File: config.mk
export PLATFORM = sky130hd
export DESIGN_NAME = tile_ray_dispatcher
export DESIGN_NICKNAME = d
export VERILOG_FILES = /design/src/rtl/tile_ray_dispatcher.sv
export SDC_FILE = /design/constraint.sdc
export NUM_CORES = 2
export LEC_CHECK = 0
export ABC_CLOCK_PERIOD_IN_PS = 4450
export BUFFER_PORTS_ARGS = -buffer_cell sky130_fd_sc_hd__buf_2
export CORE_MARGIN = 3
export CORE_UTILIZATION = 40
export CTS_CLUSTER_DIAMETER = 150
export DETAILED_ROUTE_END_ITERATION = 6
export PLACE_DENSITY = 0.63
export SLEW_MARGIN = 40
export SYNTH_ARGS = -nofsm -noshare
export SYNTH_HDL_FRONTEND = slang
export SYNTH_SLANG_ARGS = --single-unit
File: constraint.sdc
create_clock -name clk -period 4.45 [get_ports clk]
set_input_delay 1.1125 -clock clk [delete_from_list [all_inputs] [get_ports clk]]
set_output_delay 1.1125 -clock clk [all_outputs]
set_load 0.02 [all_outputs]
File: src/rtl/tile_ray_dispatcher.sv
// tile_ray_dispatcher
//   Front end of the ray core. Walks the frame tile by tile (row-major inside
//   a tile, tiles row-major across the frame) and presents one primary ray per
//   pixel to the surface stage. The ray direction is built incrementally so
//   that ray_dir = dir00 + x*du + y*dv (mod 2^FX_W, per component). After the
//   last pixel has been pushed the dispatcher waits for the ray core's
//   completed-pixel counter to reach the frame size, then pulses frame_done.
//
// Ports
//   clk, resetn          clock, asynchronous active-low reset
//   start                begin a frame (only looked at while idle)
//   abort                cancel the current frame
//   cam_origin           ray origin {z,y,x}
//   cam_dir00            direction of pixel (0,0) {z,y,x}
//   cam_du, cam_dv       direction delta per +1 x / +1 y {z,y,x}
//   fifo_full            surface-stage input FIFO is full
//   pixel_counter        pixels completed by the ray core
//   add_input            push strobe (combinational)
//   pixel_x, pixel_y     coordinate of the presented ray
//   ray_origin, ray_dir  presented ray
//   reset_pixel_counter  one-cycle clear for the ray core pixel counter
//   busy                 high whenever not idle
//   frame_done           one-cycle completion pulse
module tile_ray_dispatcher #(
    parameter int FRAME_W = 160,
    parameter int FRAME_H = 120,
    parameter int TILE_W  = 8,
    parameter int TILE_H  = 8,
    parameter int FX_W    = 32
) (
    input  logic                         clk,
    input  logic                         resetn,
    input  logic                         start,
    input  logic                         abort,
    input  logic [3*FX_W-1:0]            cam_origin,
    input  logic [3*FX_W-1:0]            cam_dir00,
    input  logic [3*FX_W-1:0]            cam_du,
    input  logic [3*FX_W-1:0]            cam_dv,
    input  logic                         fifo_full,
    input  logic [31:0]                  pixel_counter,
    output logic                         add_input,
    output logic [$clog2(FRAME_W)-1:0]   pixel_x,
    output logic [$clog2(FRAME_H)-1:0]   pixel_y,
    output logic [3*FX_W-1:0]            ray_origin,
    output logic [3*FX_W-1:0]            ray_dir,
    output logic                         reset_pixel_counter,
    output logic                         busy,
    output logic                         frame_done
);

    localparam int XW     = $clog2(FRAME_W);
    localparam int YW     = $clog2(FRAME_H);
    localparam int TXW    = (TILE_W > 1) ? $clog2(TILE_W) : 1;
    localparam int TYW    = (TILE_H > 1) ? $clog2(TILE_H) : 1;
    localparam int LOG_TW = $clog2(TILE_W);
    localparam int LOG_TH = $clog2(TILE_H);

    localparam logic [TXW-1:0] LX_LAST      = TXW'(TILE_W - 1);
    localparam logic [TYW-1:0] LY_LAST      = TYW'(TILE_H - 1);
    localparam logic [XW-1:0]  TX_LAST      = XW'(FRAME_W - TILE_W);
    localparam logic [YW-1:0]  TY_LAST      = YW'(FRAME_H - TILE_H);
    localparam logic [XW-1:0]  TX_STEP      = XW'(TILE_W);
    localparam logic [YW-1:0]  TY_STEP      = YW'(TILE_H);
    localparam logic [31:0]    FRAME_PIXELS = 32'(FRAME_W * FRAME_H);

    typedef enum logic [2:0] {
        IDLE,
        LATCH,
        ISSUE,
        DRAIN,
        DONE
    } state_t;

    state_t state;

    // Frame-constant camera deltas; the tile-sized steps are pre-shifted
    // once at latch time so the tile transitions need only one adder each.
    logic [3*FX_W-1:0] du_r;
    logic [3*FX_W-1:0] dv_r;
    logic [3*FX_W-1:0] du_tile_r;
    logic [3*FX_W-1:0] dv_tile_r;

    logic [3*FX_W-1:0] tile_row_dir;
    logic [3*FX_W-1:0] tile_dir;
    logic [3*FX_W-1:0] row_dir;
    logic [3*FX_W-1:0] cur_dir;

    logic [TXW-1:0] lx;
    logic [TYW-1:0] ly;
    logic [XW-1:0]  tile_x;
    logic [YW-1:0]  tile_y;

    logic [3*FX_W-1:0] cur_plus_du;
    logic [3*FX_W-1:0] row_plus_dv;
    logic [3*FX_W-1:0] tile_plus_du;
    logic [3*FX_W-1:0] trow_plus_dv;

    // Per-component wrapping add of two packed {z,y,x} vectors.
    function automatic logic [3*FX_W-1:0] vadd(input logic [3*FX_W-1:0] a,
                                               input logic [3*FX_W-1:0] b);
        logic [3*FX_W-1:0] r;
        for (int i = 0; i < 3; i++) begin
            r[i*FX_W +: FX_W] = a[i*FX_W +: FX_W] + b[i*FX_W +: FX_W];
        end
        return r;
    endfunction

    // Per-component left shift (multiply by a tile dimension).
    function automatic logic [3*FX_W-1:0] vshl(input logic [3*FX_W-1:0] a,
                                               input int sh);
        logic [3*FX_W-1:0] r;
        for (int i = 0; i < 3; i++) begin
            r[i*FX_W +: FX_W] = a[i*FX_W +: FX_W] << sh;
        end
        return r;
    endfunction

    assign cur_plus_du  = vadd(cur_dir, du_r);
    assign row_plus_dv  = vadd(row_dir, dv_r);
    assign tile_plus_du = vadd(tile_dir, du_tile_r);
    assign trow_plus_dv = vadd(tile_row_dir, dv_tile_r);

    // The current pixel is always held in cur_dir, so it drives ray_dir directly.
    assign ray_dir = cur_dir;

    // Abort suppresses the push in the same cycle it is seen.
    assign add_input = (state == ISSUE) && !fifo_full && !abort;

    always_ff @(posedge clk or negedge resetn) begin
        if (!resetn) begin
            state               <= IDLE;
            du_r                <= '0;
            dv_r                <= '0;
            du_tile_r           <= '0;
            dv_tile_r           <= '0;
            tile_row_dir        <= '0;
            tile_dir            <= '0;
            row_dir             <= '0;
            cur_dir             <= '0;
            lx                  <= '0;
            ly                  <= '0;
            tile_x              <= '0;
            tile_y              <= '0;
            pixel_x             <= '0;
            pixel_y             <= '0;
            ray_origin          <= '0;
            reset_pixel_counter <= 1'b0;
            busy                <= 1'b0;
            frame_done          <= 1'b0;
        end else if (abort && (state != IDLE)) begin
            // Abort outranks any push or drain completion in the same cycle.
            state               <= IDLE;
            busy                <= 1'b0;
            reset_pixel_counter <= 1'b1;
            frame_done          <= 1'b0;
        end else begin
            reset_pixel_counter <= 1'b0;
            frame_done          <= 1'b0;
            case (state)
                IDLE: begin
                    if (start && !abort) begin
                        state               <= LATCH;
                        busy                <= 1'b1;
                        reset_pixel_counter <= 1'b1;
                    end
                end
                LATCH: begin
                    du_r         <= cam_du;
                    dv_r         <= cam_dv;
                    du_tile_r    <= vshl(cam_du, LOG_TW);
                    dv_tile_r    <= vshl(cam_dv, LOG_TH);
                    tile_row_dir <= cam_dir00;
                    tile_dir     <= cam_dir00;
                    row_dir      <= cam_dir00;
                    cur_dir      <= cam_dir00;
                    ray_origin   <= cam_origin;
                    lx           <= '0;
                    ly           <= '0;
                    tile_x       <= '0;
                    tile_y       <= '0;
                    pixel_x      <= '0;
                    pixel_y      <= '0;
                    state        <= ISSUE;
                end
                ISSUE: begin
                    if (!fifo_full) begin
                        if (lx != LX_LAST) begin
                            lx      <= lx + TXW'(1);
                            pixel_x <= pixel_x + XW'(1);
                            cur_dir <= cur_plus_du;
                        end else if (ly != LY_LAST) begin
                            lx      <= '0;
                            ly      <= ly + TYW'(1);
                            pixel_x <= tile_x;
                            pixel_y <= pixel_y + YW'(1);
                            row_dir <= row_plus_dv;
                            cur_dir <= row_plus_dv;
                        end else if (tile_x != TX_LAST) begin
                            lx       <= '0;
                            ly       <= '0;
                            tile_x   <= tile_x + TX_STEP;
                            pixel_x  <= tile_x + TX_STEP;
                            pixel_y  <= tile_y;
                            tile_dir <= tile_plus_du;
                            row_dir  <= tile_plus_du;
                            cur_dir  <= tile_plus_du;
                        end else if (tile_y != TY_LAST) begin
                            lx           <= '0;
                            ly           <= '0;
                            tile_x       <= '0;
                            tile_y       <= tile_y + TY_STEP;
                            pixel_x      <= '0;
                            pixel_y      <= tile_y + TY_STEP;
                            tile_row_dir <= trow_plus_dv;
                            tile_dir     <= trow_plus_dv;
                            row_dir      <= trow_plus_dv;
                            cur_dir      <= trow_plus_dv;
                        end else begin
                            // Last pixel accepted: outputs keep its values.
                            state <= DRAIN;
                        end
                    end
                end
                DRAIN: begin
                    if (pixel_counter >= FRAME_PIXELS) begin
                        state      <= DONE;
                        frame_done <= 1'b1;
                    end
                end
                DONE: begin
                    state <= IDLE;
                    busy  <= 1'b0;
                end
                default: begin
                    state <= IDLE;
                    busy  <= 1'b0;
                end
            endcase
        end
    end

endmodule

==> flow_summary.toml <==
[routing]
drc_errors = 0
ant_nets = 0
num_vias = 48490
wl_per_cell_um = 23.94
finalWirelength_um = 197800
first_pass_iters = 5
drt_iter0_markers = 4821
via_per_inst = 5.871

[worst_setup_path]
crit_fanout = 3
critPathMaxStageDelay_ns = 0.48
start_kind = "flip-flop"
crit_arrival_ns = 4.77
slowest_stage = "a2111oi_0"
path_class = "flip-flop to flip-flop"
crit_top_cell = "o31ai_1"
crit_chain = "ha_1 -> fa_1 -> a211oi_1 -> o21ai_1 -> a2111oi_0 -> o31ai_1 -> a31oi_1 -> o21ai_0 -> xnor2_1 -> nor3_1 -> o31ai_1 -> o221ai_1"
worst_ep_required_time_ns = 5.01
end_kind = "flip-flop"

[sta]
period_share = 0.9457
worst_pin_slew_ns = 0.9108
drv_slew = 0
worst_slack_ns = 0.2418
setup_viol = 0
finalSetupTns_ns = 0
relSlewSlack = 0.3876
timing.fmax_ghz = 0.2376
min_period_ns = 4.208
hold_viol = 0
rsz0062_at_grt = "false"
finClkSkew_ns = 0.03878
whs_ns = 0.3619

[synth]
ys.warnings.count = 0
yosysSeqAreaShare = 0.3615
synth_ff_type = "dfrtp_1"
synth_area_leaders = "dfrtp_1 (36%), nand2_1 (11%), ha_1 (9.2%)"
synth-async-reset-ratio = 1.000
yosys.area.top_type = "dfrtp_1"
ys_types = 95
ys_ff_latch = 711
syn-cell-area_um2 = 49220
syn_inst = 6044
postSynthNetCount = 6839
yosysTopAreaCellShare = 0.3615
avgSynthCellArea_um2 = 8.143
synth_edf_count = 0

[global_routing]
grt_max_degree = 176
grt_pass1_vias = 46320
grt_first_pass_wirelength_um = 291400
antenna_found_initial = 22
grt_usage = 0.3003
gr-total-overflow = 0

[floorplan]
std_cell_rows = 128
dieArea_um2 = 127300
die_x_um = 356.8
initial_core_util = 0.4033
die_h_um = 356.8
io_pins = 632
fp.coreArea_um2 = 122000

[outcome]
outcome = "finished, final reports clean"

[run]
maxCapViolCount = 0

[power_and_ir_drop]
ir_drop_v = 0.0003753
leakage_uw = 0.02821
power_density_nw_per_um2 = 720.3

[min_path]
hold_path.class = "input pin to asynchronous set/reset pin"

[place]
dpl.hpwl_um = 145600
dp_slack_ns = 0.2504
port_buffers = 623
gp_congestion = 0.9875

[cts]
clk_pin_slew_ns = 0.06
postCtsResizedCells = 0
root_buffer = "clkbuf_16"
clockBufferDepth = 3
cts_setup_buffers = 0
cts.sink_count = 711
insertion_delay_ns = 0.71
cts_tree = "yes"
postCtsHoldBufs = 0
htreeDepth = 3
numCtsBuffers = 88

[finish]
drive_above_1_share = 0.1464
area_growth_pct = 17.00
fin_nets = 7350
## cells in the final DEF (no fill, tap or decap), types with 21 or more instances in the layout
cell type,count
nand2_1,1482
dfrtp_1,711
buf_2,622
a21oi_1,492
nor2_1,404
o21ai_0,393
ha_1,360
xnor2_1,186
a21o_1,165
xor2_1,125
a31oi_1,111
inv_1,104
nand3_1,96
a211oi_1,95
clkbuf_16,92
nor3_1,73
o211ai_1,72
buf_4,70
mux2i_1,61
and2_1,50
o21bai_1,48
o21a_1,45
a22oi_1,44
o22ai_1,35
o31ai_1,35
nand2b_1,32
nand4_1,30
nor2b_1,29
o221ai_1,27
a21boi_0,26
and3_1,26
buf_12,23
a211o_1,22
mux2_2,21
## where the power goes
group	switching (µW)	leakage [µW]	total [µW]	internal, µW
registers	2050	0.00873	10600	8520
clock network	3120	0.00157	8010	4890
logic	14000	0.0179	22900	8860
total	19200	0.0282	41500	22300
## cells by family after synthesis
family	count (synthesis)	synth area share
multiplexers	82	0.01721
buffers and inverters	402	0.03168
flip-flops	711	0.3615
AND/OR/NAND/NOR	2329	0.1972
adder cells (fa/ha/maj)	374	0.09691
AO/OA/AOI/OAI	1835	0.2402
XOR/XNOR	311	0.05534
## Yosys cell counts, types with 95 or more instances
library cell	count
nand2_1	1484
dfrtp_1	711
a21oi_1	492
nor2_1	413
o21ai_0	393
ha_1	362
clkbuf_1	241
xnor2_1	186
a21o_1	165
xor2_1	125
a31oi_1	112
inv_1	105
nand3_1	96
a211oi_1	95
## state kept, by name, summed over array words and instances, names as in the netlist, 96 cells and up
register      cells
row_dir          96
du_r             96
ray_dir          96
tile_dir         96
tile_row_dir     96
dv_r             96
ray_origin       96
## final timing paths
check | depth (start not counted) | startpoint | slack (ns) | end
setup / recovery | 12 | du_r[32] | 0.24 | ray_dir[63]
hold / removal | 1 | resetn | 0.36 | tile_dir[41]
setup reg to reg | 12 | du_r[32] | 0.24 | ray_dir[63]
hold reg to reg | 2 | ray_origin[4] | 0.46 | ray_origin[4]
max in group asynchronous | 2 | resetn | 2.91 | tile_dir[6]
min in group clk | 2 | ray_origin[4] | 0.46 | ray_origin[4]
## critical path, delay by kind of cell (launching register included)
family          cells  cell delay, ns
xor+xnor            1            0.28
simple gates        1            0.07
fa+ha+maj           2            0.74
compound gates      8            2.54
flops               1            0.42
## through the flow
stage | area [µm²] | utilization | total power [µW] | cells
after floorplan | 49220 | - | 26290 | 6044
after global placement | 54350 | 0.4453 | 32700 | 8089
after detailed placement | 54350 | 0.4454 | 32970 | 8089
after CTS | 57530 | 0.4714 | 41210 | 8248
after global routing | 57560 | 0.4717 | 44390 | 8251
final | 57580 | 0.4719 | 41480 | 8260
## area by class of cell
type | instances | area (µm²)
clock buffers | 116 | 2552
diodes | 11 | 27.53
repair buffers | 718 | 4153
inverters | 105 | 394.1
flip-flops and latches | 711 | 17790
fillers | 12110 | 64450
multi-input cells | 4931 | 30010
well taps | 1625 | 2033
clock inverters | 43 | 623.1
## routing by layer
layer	wire, µm	vias up	track usage
li1	-	22580	-
met1	82390	23430	0.3989
met2	87330	2068	0.4652
met3	18450	412	0.07254
met4	9513	10	0.1307
met5	74	-	0
Note: power is estimated with default switching activity, not from simulation.
